`src/rtl/sifive_gpr_loader.sv`:
```
// Loads x1..x(NUM_REGS) from a valid/ready stream into the register file.
// Each write is read back and compared; the first mismatching index is latched.
module sifive_gpr_loader #(
    parameter int NUM_REGS = 31,
    parameter int XLEN     = 32
) (
    input  logic            clock,
    input  logic            reset,
    input  logic            start,
    input  logic            in_valid,
    output logic            in_ready,
    input  logic [XLEN-1:0] in_data,
    output logic            rf_wen,
    output logic [4:0]      rf_waddr,
    output logic [XLEN-1:0] rf_wdata,
    input  logic            rf_wack,
    output logic [4:0]      rf_raddr,
    input  logic [XLEN-1:0] rf_rdata,
    output logic            busy,
    output logic            done,
    output logic            err,
    output logic [4:0]      err_addr
);

    typedef enum logic [2:0] {IDLE, FETCH, WRITE, RD, CMP, DONE} state_t;

    localparam logic [4:0] LAST_IDX = 5'(NUM_REGS);

    state_t          state, state_nxt;
    logic [4:0]      idx;
    logic [XLEN-1:0] data;

    always_ff @(posedge clock or posedge reset) begin
        if (reset) begin
            state    <= IDLE;
            idx      <= '0;
            data     <= '0;
            err      <= 1'b0;
            err_addr <= '0;
        end else begin
            state <= state_nxt;
            case (state)
                IDLE: begin
                    if (start) begin
                        idx      <= 5'd1;
                        err      <= 1'b0;
                        err_addr <= '0;
                    end
                end
                FETCH: begin
                    if (in_valid) data <= in_data;
                end
                CMP: begin
                    // Only the first mismatch is recorded; later ones leave err_addr alone.
                    if (rf_rdata != data && !err) begin
                        err      <= 1'b1;
                        err_addr <= idx;
                    end
                    if (idx != LAST_IDX) idx <= idx + 5'd1;
                end
                default: ;
            endcase
        end
    end

    // Outputs decode purely from state, so reset clears them without a clock.
    always_comb begin
        state_nxt = state;
        in_ready  = 1'b0;
        rf_wen    = 1'b0;
        rf_waddr  = '0;
        rf_wdata  = '0;
        rf_raddr  = '0;
        busy      = (state != IDLE);
        done      = 1'b0;
        case (state)
            IDLE:  if (start) state_nxt = FETCH;
            FETCH: begin
                in_ready = 1'b1;
                if (in_valid) state_nxt = WRITE;
            end
            WRITE: begin
                rf_wen   = 1'b1;
                rf_waddr = idx;
                rf_wdata = data;
                if (rf_wack) state_nxt = RD;
            end
            RD: begin
                rf_raddr  = idx;
                state_nxt = CMP;
            end
            CMP:   state_nxt = (idx == LAST_IDX) ? DONE : FETCH;
            DONE: begin
                done      = 1'b1;
                state_nxt = IDLE;
            end
            default: state_nxt = IDLE;
        endcase
    end

endmodule

```
`config.mk`:
```
export PLATFORM = sky130hd
export DESIGN_NAME = sifive_gpr_loader
export DESIGN_NICKNAME = d
export VERILOG_FILES = /design/src/rtl/sifive_gpr_loader.sv
export SDC_FILE = /design/constraint.sdc
export NUM_CORES = 1
export LEC_CHECK = 0
export ABC_AREA = 1
export BUFFER_PORTS_ARGS = -buffer_cell sky130_fd_sc_hd__buf_2
export CORE_MARGIN = 2
export CORE_UTILIZATION = 40
export CTS_CLUSTER_SIZE = 40
export DETAILED_ROUTE_END_ITERATION = 7
export PLACE_DENSITY_LB_ADDON = 0.2
export RECOVER_POWER = 100
export SYNTH_ARGS = -nofsm -noshare
export SYNTH_HDL_FRONTEND = slang
export SYNTH_SLANG_ARGS = --single-unit
```
`constraint.sdc`:
```
create_clock -name clock -period 5 [get_ports clock]
set_input_delay 0.75 -clock clock [delete_from_list [all_inputs] [get_ports clock]]
set_output_delay 0.75 -clock clock [all_outputs]
set_load 0.01 [all_outputs]
```
==> results of run 1 <==
-- power groups by stage --
stage                     Sequential (mW)  Clock [mW]  Combinational, mW
after global placement              0.616           0              0.844
after floorplan                     0.606           0              0.610
after global routing                0.631       0.242              0.929
after detailed placement            0.622           0              0.857
final                               0.612       0.220              0.805
after CTS                           0.614       0.231              0.860
-- kinds of logic after synthesis --
logic type                 after synthesis  share of synthesized area, %
adders and majority gates                2                         0.960
and+or+nand+nor                        181                          28.1
xor gates and xnor gates                24                          8.07
AOI/OAI and AO/OA                       42                          8.55
buffers and inverters                   67                          10.1
DFF                                     46                          44.2
-- state kept, by name, summed over array words and instances (netlist names) --
signal / cells
state: 3
data: 32
err: 1
idx: 5
err_addr: 5
-- per-stage QoR --
stage          std cells  instance area (µm²)  total power, mW  setup WS, ps
6_report             556                 3250             1.64          1680
5_1_grt              556                 3250             1.80          1360
4_1_cts              556                 3340             1.70          2150
3_5_place_dp         550                 3260             1.48          2480
3_3_place_gp         550                 3260             1.46          2550
2_1_floorplan        362                 2610             1.22          3060
-- final timing paths --
path | end | cells past startpoint | from | slack, ps
worst max-delay path | rf_wen | 5 | state[2] | 1680
worst min-delay path | err_addr[2] | 2 | err_addr[2] | 480
worst max register to register | data[21] | 5 | state[2] | 2440
worst min register to register | err_addr[2] | 2 | err_addr[2] | 480
max in group asynchronous | data[31] | 2 | reset | 3000
min in group asynchronous | data[13] | 2 | reset | 990
-- worst min-delay path: stages (launching register included) --
cell,delay (ps)
dfrtp_1,350
nand2_1,50
nand2_1,50
-- cell usage in the layout (no fill, tap or decap) --
cell and n:
ha_1 2, o21ai_0 6, buf_2 68, inv_2 3, clkbuf_8 6, clkbuf_1 53, nor3_1 1, xor2_1 1
or2_2 2, nand3_1 11, xnor2_1 23, nor2_4 2, nand2_1 69, dfrtp_1 46, a21oi_1 35, nand4_2 1
nor2_1 95, o22ai_1 1, inv_1 54
-- routing by layer --
| layer | vias to the layer above | GRT usage, % | wire, µm |
|---|---|---|---|
| li1 | 1325 | - | - |
| met1 | 1112 | 23.6 | 2730 |
| met2 | 88 | 30.6 | 3000 |
| met3 | 2 | 3.93 | 393 |
| met4 | 0 | 3.90 | 29 |
| met5 | - | 0 | 0 |
-- synth_stat cells (2+ instances only) --
cell,instances,area (µm²)
a21oi_1,35,175
buf_2,10,50.1
dfrtp_1,46,1150
ha_1,2,25.0
inv_1,54,203
inv_2,3,11.3
nand2_1,66,248
nand2_2,3,18.8
nand3_1,11,55.1
nor2_1,94,353
nor2_4,2,22.5
o21ai_0,5,25.0
or2_2,2,12.5
xnor2_1,23,201
-- layout make-up --
type                            count  area share, %
Timing Repair Buffer              121           16.6
Inverter                           57           6.58
Clock buffer                        6           2.54
Multi-Input combinational cell    249           36.0
Tap cell                           77           2.96
Sequential cell                    46           35.4
==> results.md, run 1 <==
* Critical Path AT at 2570 ps
* CP Data Required Time at around 4300 ps
* RSZ-0062 raised after global routing: false
* Placeable core area at 6310 µm²
* Remaining global-route overflow at 0
* Yosys reg bits at between 40 and 50
* Min Tclk post-route at 3320 ps
* Initial standard-cell utilization of the core at 41.3%
* Areal power density over the cells at ~500 nW/µm²
* Share of synthesized flip-flops with an asynchronous set or reset at 100%
* Area used by multi-input combinational logic at between 1000 and 1500 µm²
* DRC violation count after routing at 0
* Root Driver: clkbuf_8
* Vias per std cell at approximately 4.5
* Portion of the clock cycle consumed by the worst path in the final layout at 66.5%
* Delay of the slowest cell on the worst path at around 940 ps
* Setup Fix Bufs, Post-CTS at 0
* Clock latency of the later-clocked register in the worst-skew pair at around 290 ps
* Outcome: complete, but fails checks
* Reg power frac at 37.4%
* Die span in x at 84.7 µm
* Critical path's top delay family: buffers and inverters
* Worst slew pin tran at 1960 ps
* Inserted Clock Buffers at 5
* Count of standard-cell rows at 29
* Vias after detailed routing at about 2500
* Start-to-end type of the worst setup path: register to primary output
* Final WL at a little over 6000 µm
* Switching component of the power at 719 µW
* Count of input and output buffers at between 100 and 150
* Length of the first detailed-routing pass in iterations at 4
* Netlist area before placement at roughly 2600 µm²
* Failing checks: capacitance limit, slew limit
* Gate power share at between 40 and 50%
* Vias in the first global route at ~2400
* Mapped Avg Cell Area at 7.20 µm²
* CP Launch Type: register
* Nets in the synthesized netlist at around 430
* Number of resized instances in the post-cts repair step at 0
* Type of destination of the critical path: primary output
* Synth unique cells at 20
* Share of the yosys chip area belonging to registers at between 40% and 50%
* Relative slew slack at -31.0%
* Post-Route Utilization at slightly above 50%
* Max Buffers Root-to-Sink at 2
* Net count reported at finish at 551
* Maximum VDD drop at 333 µV
* Initial drt markers at 78
* HPWL reported at the end of detailed placement at ~4700 µm
* Crit path cell chain: inv_1 -> nand3_1 -> clkbuf_1 -> inv_1 -> clkbuf_1
* Number of standard cells after synthesis at between 300 and 400
* Average routed wire per standard cell at about 11 µm
* Number of I/O pins at ~120
* FILL cells at slightly below 700
* Cell internal pwr at roughly 920 µW
* Sink Count at 46
* Worst hold margin at between 400 and 500 ps
* Total track usage at ~18%
* Signed area change from the synthesized netlist to the final layout at 24.8%
* CTS H-tree lvls at 2
* Antenna violations before repair at 0
* Worst clock skew at around 7.6 ps
* Sequential cell area at around 1200 µm²
* Buffers & Inverters on Critical Path at 4
* Number of hold buffers added after CTS at 0
* Library cell contributing the largest single delay on the critical path: clkbuf_1
* Class of the most critical hold timing path: register to register
* Setup TNS Final at 0 ps
* Sw frac at between 40% and 50%
* Peak Freq at 301 MHz
* Share of power burned in the clock network at roughly 13%
* Worst-path fanout max at 27
* First-pass GRT wire length at about 10000 µm
* Gp weighted congestion at about 0.83
* Max-capacitance violation count at 2
* Number of pins with negative max-slew slack in the final report at around 110
* Remaining antenna violation count after routing at 0
* Area of the die at slightly above 7000 µm²
* Prevailing post-synth register cell: dfrtp_1
* Final hold vios at 0
* Number of flops mapped to enable cells by yosys at 0
* Finish-stage setup viols at 0
* Y dimension of the die at 84.7 µm
* Antenna cells at 0
* Static leakage at ~1.8 nW
* Clock slew seen by the registers of the worst setup and hold paths at ~80 ps
* Largest net degree at the start of global routing at 65
* Share of post-route cells with drive strength above 1 at approximately 17%
* Synth warnings at 0
* CTS tree: done
Note: power is estimated with default switching activity, not from simulation.
==> run 2, diff against run 1 <==
- clock period: 5 -> 2.7 ns (I/O delays scaled with it)
==> results.md, run 2 (synthesis gave the netlist of run 1 again) <==
* Total track usage at 18.2% (+0.19 points)
* Count of standard-cell rows at 29 (unchanged)
* Worst clock skew at 7.64 ps (+0.0792 ps)
* Antenna violations before repair at 0 (unchanged)
* RSZ-0062 raised after global routing: false
* Gp weighted congestion at 0.827 (about the same)
* Areal power density over the cells at 925 nW/µm² (+84%)
* Most common library cell in the layout ignoring fill and taps: nor2_1
* Library cell contributing the largest single delay on the critical path: nand3_1
* Net count reported at finish at 556 (+0.91%)
* Average routed wire per standard cell at 11.3 µm (+2.0%)
* Reg power frac at 37.4% (about the same)
* Length of the first detailed-routing pass in iterations at 4 (unchanged)
* Root Driver: clkbuf_8
* Cell area after layout at 3290 µm² (+1.0%)
* Vias after detailed routing at 2568 (+1.6%)
* Die span in x at 84.7 µm (unchanged)
* CP Launch Type: register
* Type of destination of the critical path: primary output
* Placeable core area at 6310 µm² (unchanged)
* HPWL reported at the end of detailed placement at 5010 µm (+5.6%)
* Remaining global-route overflow at 0 (unchanged)
* Delay of the slowest cell on the worst path at 500 ps (-440 ps)
* Peak Freq at between 400 and 500 MHz
* Count of input and output buffers at 120 (unchanged)
* Vias in the first global route at 2428 (+2.2%)
* Clock slew seen by the registers of the worst setup and hold paths at 90 ps (about the same)
* Register ranked first by flip-flop count: data
* Finish-stage setup viols at 0 (unchanged)
* Clock latency of the later-clocked register in the worst-skew pair at 290 ps (about the same)
* Share of power burned in the clock network at 13.1% (-0.3 points)
* Tot Pwr at 3.04 mW (+86%)
* Post-Place Cell Area at 3290 µm² (+0.92%)
* Sink Count at 46 (unchanged)
* Largest net degree at the start of global routing at 35 (-46%)
* CTS tree: done
* Antenna cells at 0 (unchanged)
* Critical Path AT at 2080 ps (-490 ps)
* Inst Count DP at 554 (+0.73%)
* Relative slew slack at 25.8% (+57 points)
* Gate power share at 49.5% (+0.3 points)
* Top Registers: data: 32 flops, err_addr: 5 flops, idx: 5 flops
* Worst-path fanout max at 16 (-41%)
* Area of the die at 7180 µm² (unchanged)
* Number of resized instances in the post-cts repair step at 0 (unchanged)
* Outcome: finished, final reports clean
* Setup TNS Final at 0 ps (unchanged)
* Final instance count without filler cells at 562 (+1.1%)
* Signed area change from the synthesized netlist to the final layout at 26.1%
* Static leakage at 1.81 nW (+1.8%)
* Max Buffers Root-to-Sink at 2 (unchanged)
* Vias per std cell at 4.57 (+0.54%)
* Maximum VDD drop at 489 µV (+47%)
* Switching component of the power at 1.35 mW (+88%)
* First-pass GRT wire length at 10600 µm (+1.2%)
* Initial drt markers at 71 (-9.0%)
* Final WL at 6340 µm (+3.1%)
* Final Worst Setup Slack at 217 ps (-1460 ps)
* Flip-flop count of the largest register after layout at 32 (unchanged)
* Inserted Clock Buffers at 5 (unchanged)
* Portion of the clock cycle consumed by the worst path in the final layout at slightly above 90%
* Pre-CTS worst setup slack at 565 ps (-1910 ps)
* Worst slew pin tran at 1110 ps (-851 ps)
* Final hold vios at 0 (unchanged)
* Remaining antenna violation count after routing at 0 (unchanged)
* Initial standard-cell utilization of the core at 41.3% (unchanged)
* Class of the most critical hold timing path: primary input to register
* CTS H-tree lvls at 2 (unchanged)
* Number of pins with negative max-slew slack in the final report at 0 (-100%)
* Cell internal pwr at 1.69 mW (+84%)
* Share of post-route cells with drive strength above 1 at 18.4% (+1.2 points)
* Sw frac at 44.5% (+0.59 points)
* Start-to-end type of the worst setup path: register to primary output
* Max-capacitance violation count at 0 (-2)
* CP Data Required Time at 2300 ps (-1950 ps)
* Crit path cell chain: inv_1 -> nand3_1 -> clkbuf_2 -> nor2_1 -> clkbuf_1
* Y dimension of the die at 84.7 µm (unchanged)
* DRC violation count after routing at 0 (unchanged)
* Number of I/O pins at 121 (unchanged)
* Commonest non-fill, non-tap cells in the layout: nor2_1, buf_2, nand2_1
* Min Tclk post-route at ~2500 ps
* Worst hold margin at 351 ps (-132 ps)
* Setup Fix Bufs, Post-CTS at 0 (unchanged)
* Post-Route Utilization at 52.1% (+0.53 points)
[run 2: final cells by class]
type,count,area [µm²]
Clock buffer,7,76.3
Fill cell,700,3030
Inverter,57,214
Multi-Input combinational cell,249,1170
Sequential cell,46,1150
Tap cell,77,96.3
Timing Repair Buffer,126,579
[run 2: layer usage]
metal,global-route usage (%),share of wire [%],vias up
li1,-,-,1329
met5,0,0,-
met2,31.9,49,73
met4,4.76,1.2,0
met3,3.74,5.7,8
met1,22.8,44,1158
[run 2: final timing paths]
| path | slack [ps] | end | depth (start not counted) | from |
|---|---|---|---|---|
| max | 220 | rf_wdata[30] | 5 | state[2] |
| min | 350 | data[26] | 3 | in_data[26] |
| max reg2reg | 340 | data[8] | 7 | state[2] |
| min reg2reg | 470 | err_addr[2] | 2 | err_addr[2] |
| max in group asynchronous | 830 | data[1] | 4 | reset |
| min in group asynchronous | 580 | data[13] | 3 | reset |
[run 2: power groups by stage]
stage	clock [mW]	sequential, mW	combinational [mW]
detailed placement	0	1.15	1.61
global placement	0	1.14	1.57
finish	0.398	1.14	1.51
floorplan	0	1.12	1.13
global route	0.439	1.17	1.73
CTS	0.415	1.14	1.61
[run 2: repair_timing]
| item | in CTS | in global routing |
|---|---|---|
| hold buffers | 1 | 0 |
| endpoints found under the setup margin | 0 | 0 |
| endpoints found under the hold margin | 6 | 0 |
[run 2: critical path, delay by kind of cell, from the launching register on]
kind | cells | cell delay [ps]
flip-flops | 1 | 420
buffers and inverters | 3 | 720
AND/OR/NAND/NOR | 2 | 640
==> run 3, diff against run 2 <==
- ABC_AREA: 1 -> 0
==> results.md, run 3 <==
* Remaining antenna violation count after routing at 0 (unchanged)
* Share of the yosys chip area belonging to registers at 45.3% (+1.2 points)
* Share of post-route cells with drive strength above 1 at 36.8% (+18 points)
* Nets in the synthesized netlist at 298 (-31%)
* Setup Fix Bufs, Post-CTS at 0 (unchanged)
* Pre-CTS worst setup slack at 798 ps (+233 ps)
* First-pass GRT wire length at 10100 µm (-4.8%)
* CP Data Required Time at 2300 ps (about the same)
* Areal power density over the cells at 975 nW/µm² (+5.4%)
* Flip-flop count of the largest register after layout at 32 (unchanged)
* Number of I/O pins at 121 (unchanged)
* Area fraction of the dominant cell type after synthesis at 45.3% (+1.2 points)
* CP Launch Type: register
* Vias after detailed routing at 2079 (-19%)
* CTS H-tree lvls at 2 (unchanged)
* Most common library cell in the layout ignoring fill and taps: buf_2
* Worst setup slack for register-to-register paths at 690 ps (+350 ps)
* Most instantiated cells after synthesis: dfrtp_1, and2_1, xnor2_1, mux2_2, nand4_1
* Die span in x at 83.7 µm (-1.2%)
* Share of synthesized flip-flops with an asynchronous set or reset at 100% (unchanged)
* HPWL reported at the end of detailed placement at 4670 µm (-6.7%)
* Peak Freq at 451 MHz (+12%)
* Total track usage at 17.9% (-0.24 points)
* Final WL at 6090 µm (-4.0%)
* Largest net degree at the start of global routing at 33 (-5.7%)
* Yosys reg bits at 46 (unchanged)
* Portion of the clock cycle consumed by the worst path in the final layout at 82.2% (-9.7 points)
* Worst clock skew at 9.90 ps (+2.26 ps)
* Placeable core area at 6240 µm² (-1.1%)
* Max Buffers Root-to-Sink at 2 (unchanged)
* Inserted Clock Buffers at 5 (unchanged)
* Count of input and output buffers at 120 (unchanged)
* Root Driver: clkbuf_8
* Remaining global-route overflow at 0 (unchanged)
* Mapped Avg Cell Area at 11.2 µm² (+55%)
* Area of the die at 7000 µm² (-2.4%)
* DRC violation count after routing at 0 (unchanged)
* Count of standard-cell rows at 29 (unchanged)
* Relative slew slack at 17.9% (-8.0 points)
* Gp weighted congestion at 0.768 (-7.1%)
* Commonest non-fill, non-tap cells in the layout: buf_2, dfrtp_1, clkbuf_1
* Critical R2R Capture: data[27]
* Delay of the slowest cell on the worst path at 510 ps (about the same)
* Sink Count at 46 (unchanged)
* Finish-stage setup viols at 0 (unchanged)
* Maximum VDD drop at 520 µV (+6.4%)
* FILL cells at 610 (-13%)
* Number of resized instances in the post-cts repair step at 0 (unchanged)
* Number of pins with negative max-slew slack in the final report at 0 (unchanged)
* Y dimension of the die at 83.7 µm (-1.2%)
* Sw frac at 36.0% (-8.6 points)
* Worst slew pin tran at 1230 ps (+122 ps)
* Prevailing post-synth register cell: dfrtp_1
* Outcome: finished, final reports clean
* Number of hold buffers added after CTS at 0 (-1)
* Clock latency of the later-clocked register in the worst-skew pair at 300 ps (about the same)
* Synth warnings at 0 (unchanged)
* Tot Pwr at 3.22 mW (+5.9%)
* Signed area change from the synthesized netlist to the final layout at 30.0%
* Biggest area contributors in the synthesized netlist: dfrtp_1, mux2_2, xnor2_1, and2_1, a32o_1
* Cell internal pwr at 2.06 mW (+22%)
* Clock slew seen by the registers of the worst setup and hold paths at 90 ps (about the same)
* Number of standard cells after synthesis at 227 (-37%)
* Critical Path AT at 1810 ps (-270 ps)
* Final Worst Setup Slack at 480 ps (+263 ps)
* RSZ-0062 raised after global routing: false
* Length of the first detailed-routing pass in iterations at 4 (unchanged)
* Number of flops mapped to enable cells by yosys at 0 (unchanged)
* Top cell type by total area after synthesis: dfrtp_1
* Setup TNS Final at 0 ps (unchanged)
* Most numerous cell in the Yosys netlist: dfrtp_1
* Reg power frac at 39.7% (+2.3 points)
* Start-to-end type of the worst setup path: register to primary output
* Gate power share at 41.1% (-8.4 points)
* Post-Place Cell Area at 3230 µm² (-1.8%)
* Crit path cell chain: nor3b_1 -> buf_4 -> and2_0 -> buf_2
* Top Registers: data: 32 flops, err_addr: 5 flops, idx: 5 flops
* Worst reg-to-reg path cell count at 4 (-3)
* Type of destination of the critical path: primary output
* Class of the most critical hold timing path: primary input to asynchronous set/reset pin
* Synth unique cells at 36 (+80%)
* Initial standard-cell utilization of the core at 40.7% (-0.58 points)
* Vias per std cell at 4.86 (+6.3%)
* R2r startpoint: state[1]
* Max-capacitance violation count at 0 (unchanged)
* CTS tree: done
* Area used by multi-input combinational logic at 1320 µm² (+13%)
* Worst-path fanout max at 29 (+13)
* Cell area after layout at 3300 µm² (+0.42%)
* Switching component of the power at 1.16 mW (-15%)
* Antenna cells at 0 (unchanged)
* Initial drt markers at 58 (-18%)
* Share of power burned in the clock network at 19.2% (+6.1 points)
* Library cell contributing the largest single delay on the critical path: dfrtp_1
* Antenna violations before repair at 0 (unchanged)
* Global Route met3 Usage at 5.44% (+1.7 points)
* Register ranked first by flip-flop count: data
* Final hold vios at 0 (unchanged)
* Sequential cell area at 1150 µm² (unchanged)
* Net count reported at finish at 421 (-24%)
* Average routed wire per standard cell at 14.2 µm (+26%)
* Netlist area before placement at 2540 µm² (-2.5%)
* Launch point of the worst path: state[2]
* Min Tclk post-route at 2220 ps (-263 ps)
* Timing endpoint of the critical path: rf_wdata[3]
* Met2 track demand over resource at 30.0% (-1.9 points)
* Vias in the first global route at 2147 (-12%)
* GR peak layer: met2
* Global-route met1 utilization at 22.2% (-0.65 points)
* Static leakage at 1.50 nW (-17%)
==> run 3: cell types whose count changed in the layout (fill, tap and decap cells not counted), moves of 10 or more <==
cell      change
clkbuf_1     -11
buf_2        +10
nand2_1      -62
a21oi_1      -30
and2_0       +11
and2_1       +30
nand3_1      -11
inv_1        -50
nor2_1       -91
mux2_2       +30
==> run 3: area by class of cell <==
type | instances | area share (%)
repair buffers | 124 | 17.4
clock inverters | 3 | 2.08
flip-flops and latches | 46 | 34.9
well taps | 77 | 2.92
multi-input cells | 168 | 40.1
clock buffers | 5 | 2.08
inverters | 5 | 0.569
==> run 3: logic make-up (layout without fill, tap and decap cells) <==
| group | count (synthesis) | in the layout | synth area share [%] |
|---|---|---|---|
| AND/OR/NAND/NOR | 77 | 77 | 18.9 |
| flip-flops | 46 | 46 | 45.3 |
| multiplexers | 34 | 34 | 15.0 |
| XOR/XNOR | 32 | 32 | 11.0 |
| AO/OA/AOI/OAI | 23 | 23 | 6.26 |
| buffers and inverters | 13 | 137 | 2.51 |
| adder cells (fa/ha/maj) | 2 | 2 | 0.985 |
==> run 3: through the flow <==
stage	hold WS, ps	utilization [%]	cells
2_1_floorplan	494	-	227
3_3_place_gp	469	51.8	420
3_5_place_dp	470	51.8	420
4_1_cts	143	54.0	428
5_1_grt	305	52.9	428
6_report	284	52.9	428
==> run 3: critical path, delay by kind of cell, from the launching register on <==
family | cells | cell delay, ps
buf+inv | 2 | 480
flops | 1 | 510
simple gates | 2 | 510
==> run 3: power groups by stage <==
stage          Sequential, mW  Clock (mW)  Combinational [mW]
2_1_floorplan            1.21           0                1.02
3_3_place_gp             1.29           0                1.37
3_5_place_dp             1.29           0                1.39
4_1_cts                  1.28       0.632                1.39
5_1_grt                  1.34       0.668                1.46
6_report                 1.28       0.619                1.32
==> run 3: metal layers <==
layer / share of wire [%] / routed length (µm) / vias up
li1: - / - / 1024
met1: 43 / 2650 / 971
met2: 48 / 2900 / 72
met3: 7.1 / 433 / 12
met4: 1.7 / 106 / 0
met5: 0 / 0 / -
==> run 3: worst min-delay path by stage <==
stage	start	end	slack, ps	cells past startpoint
finish	reset	idx[4]	280	2
global route	in_data[16]	data[16]	300	2
CTS	reset	data[24]	140	2
detailed placement	reset	data[12]	470	2
global placement	reset	data[12]	470	2
floorplan	data[16]	data[16]	490	1
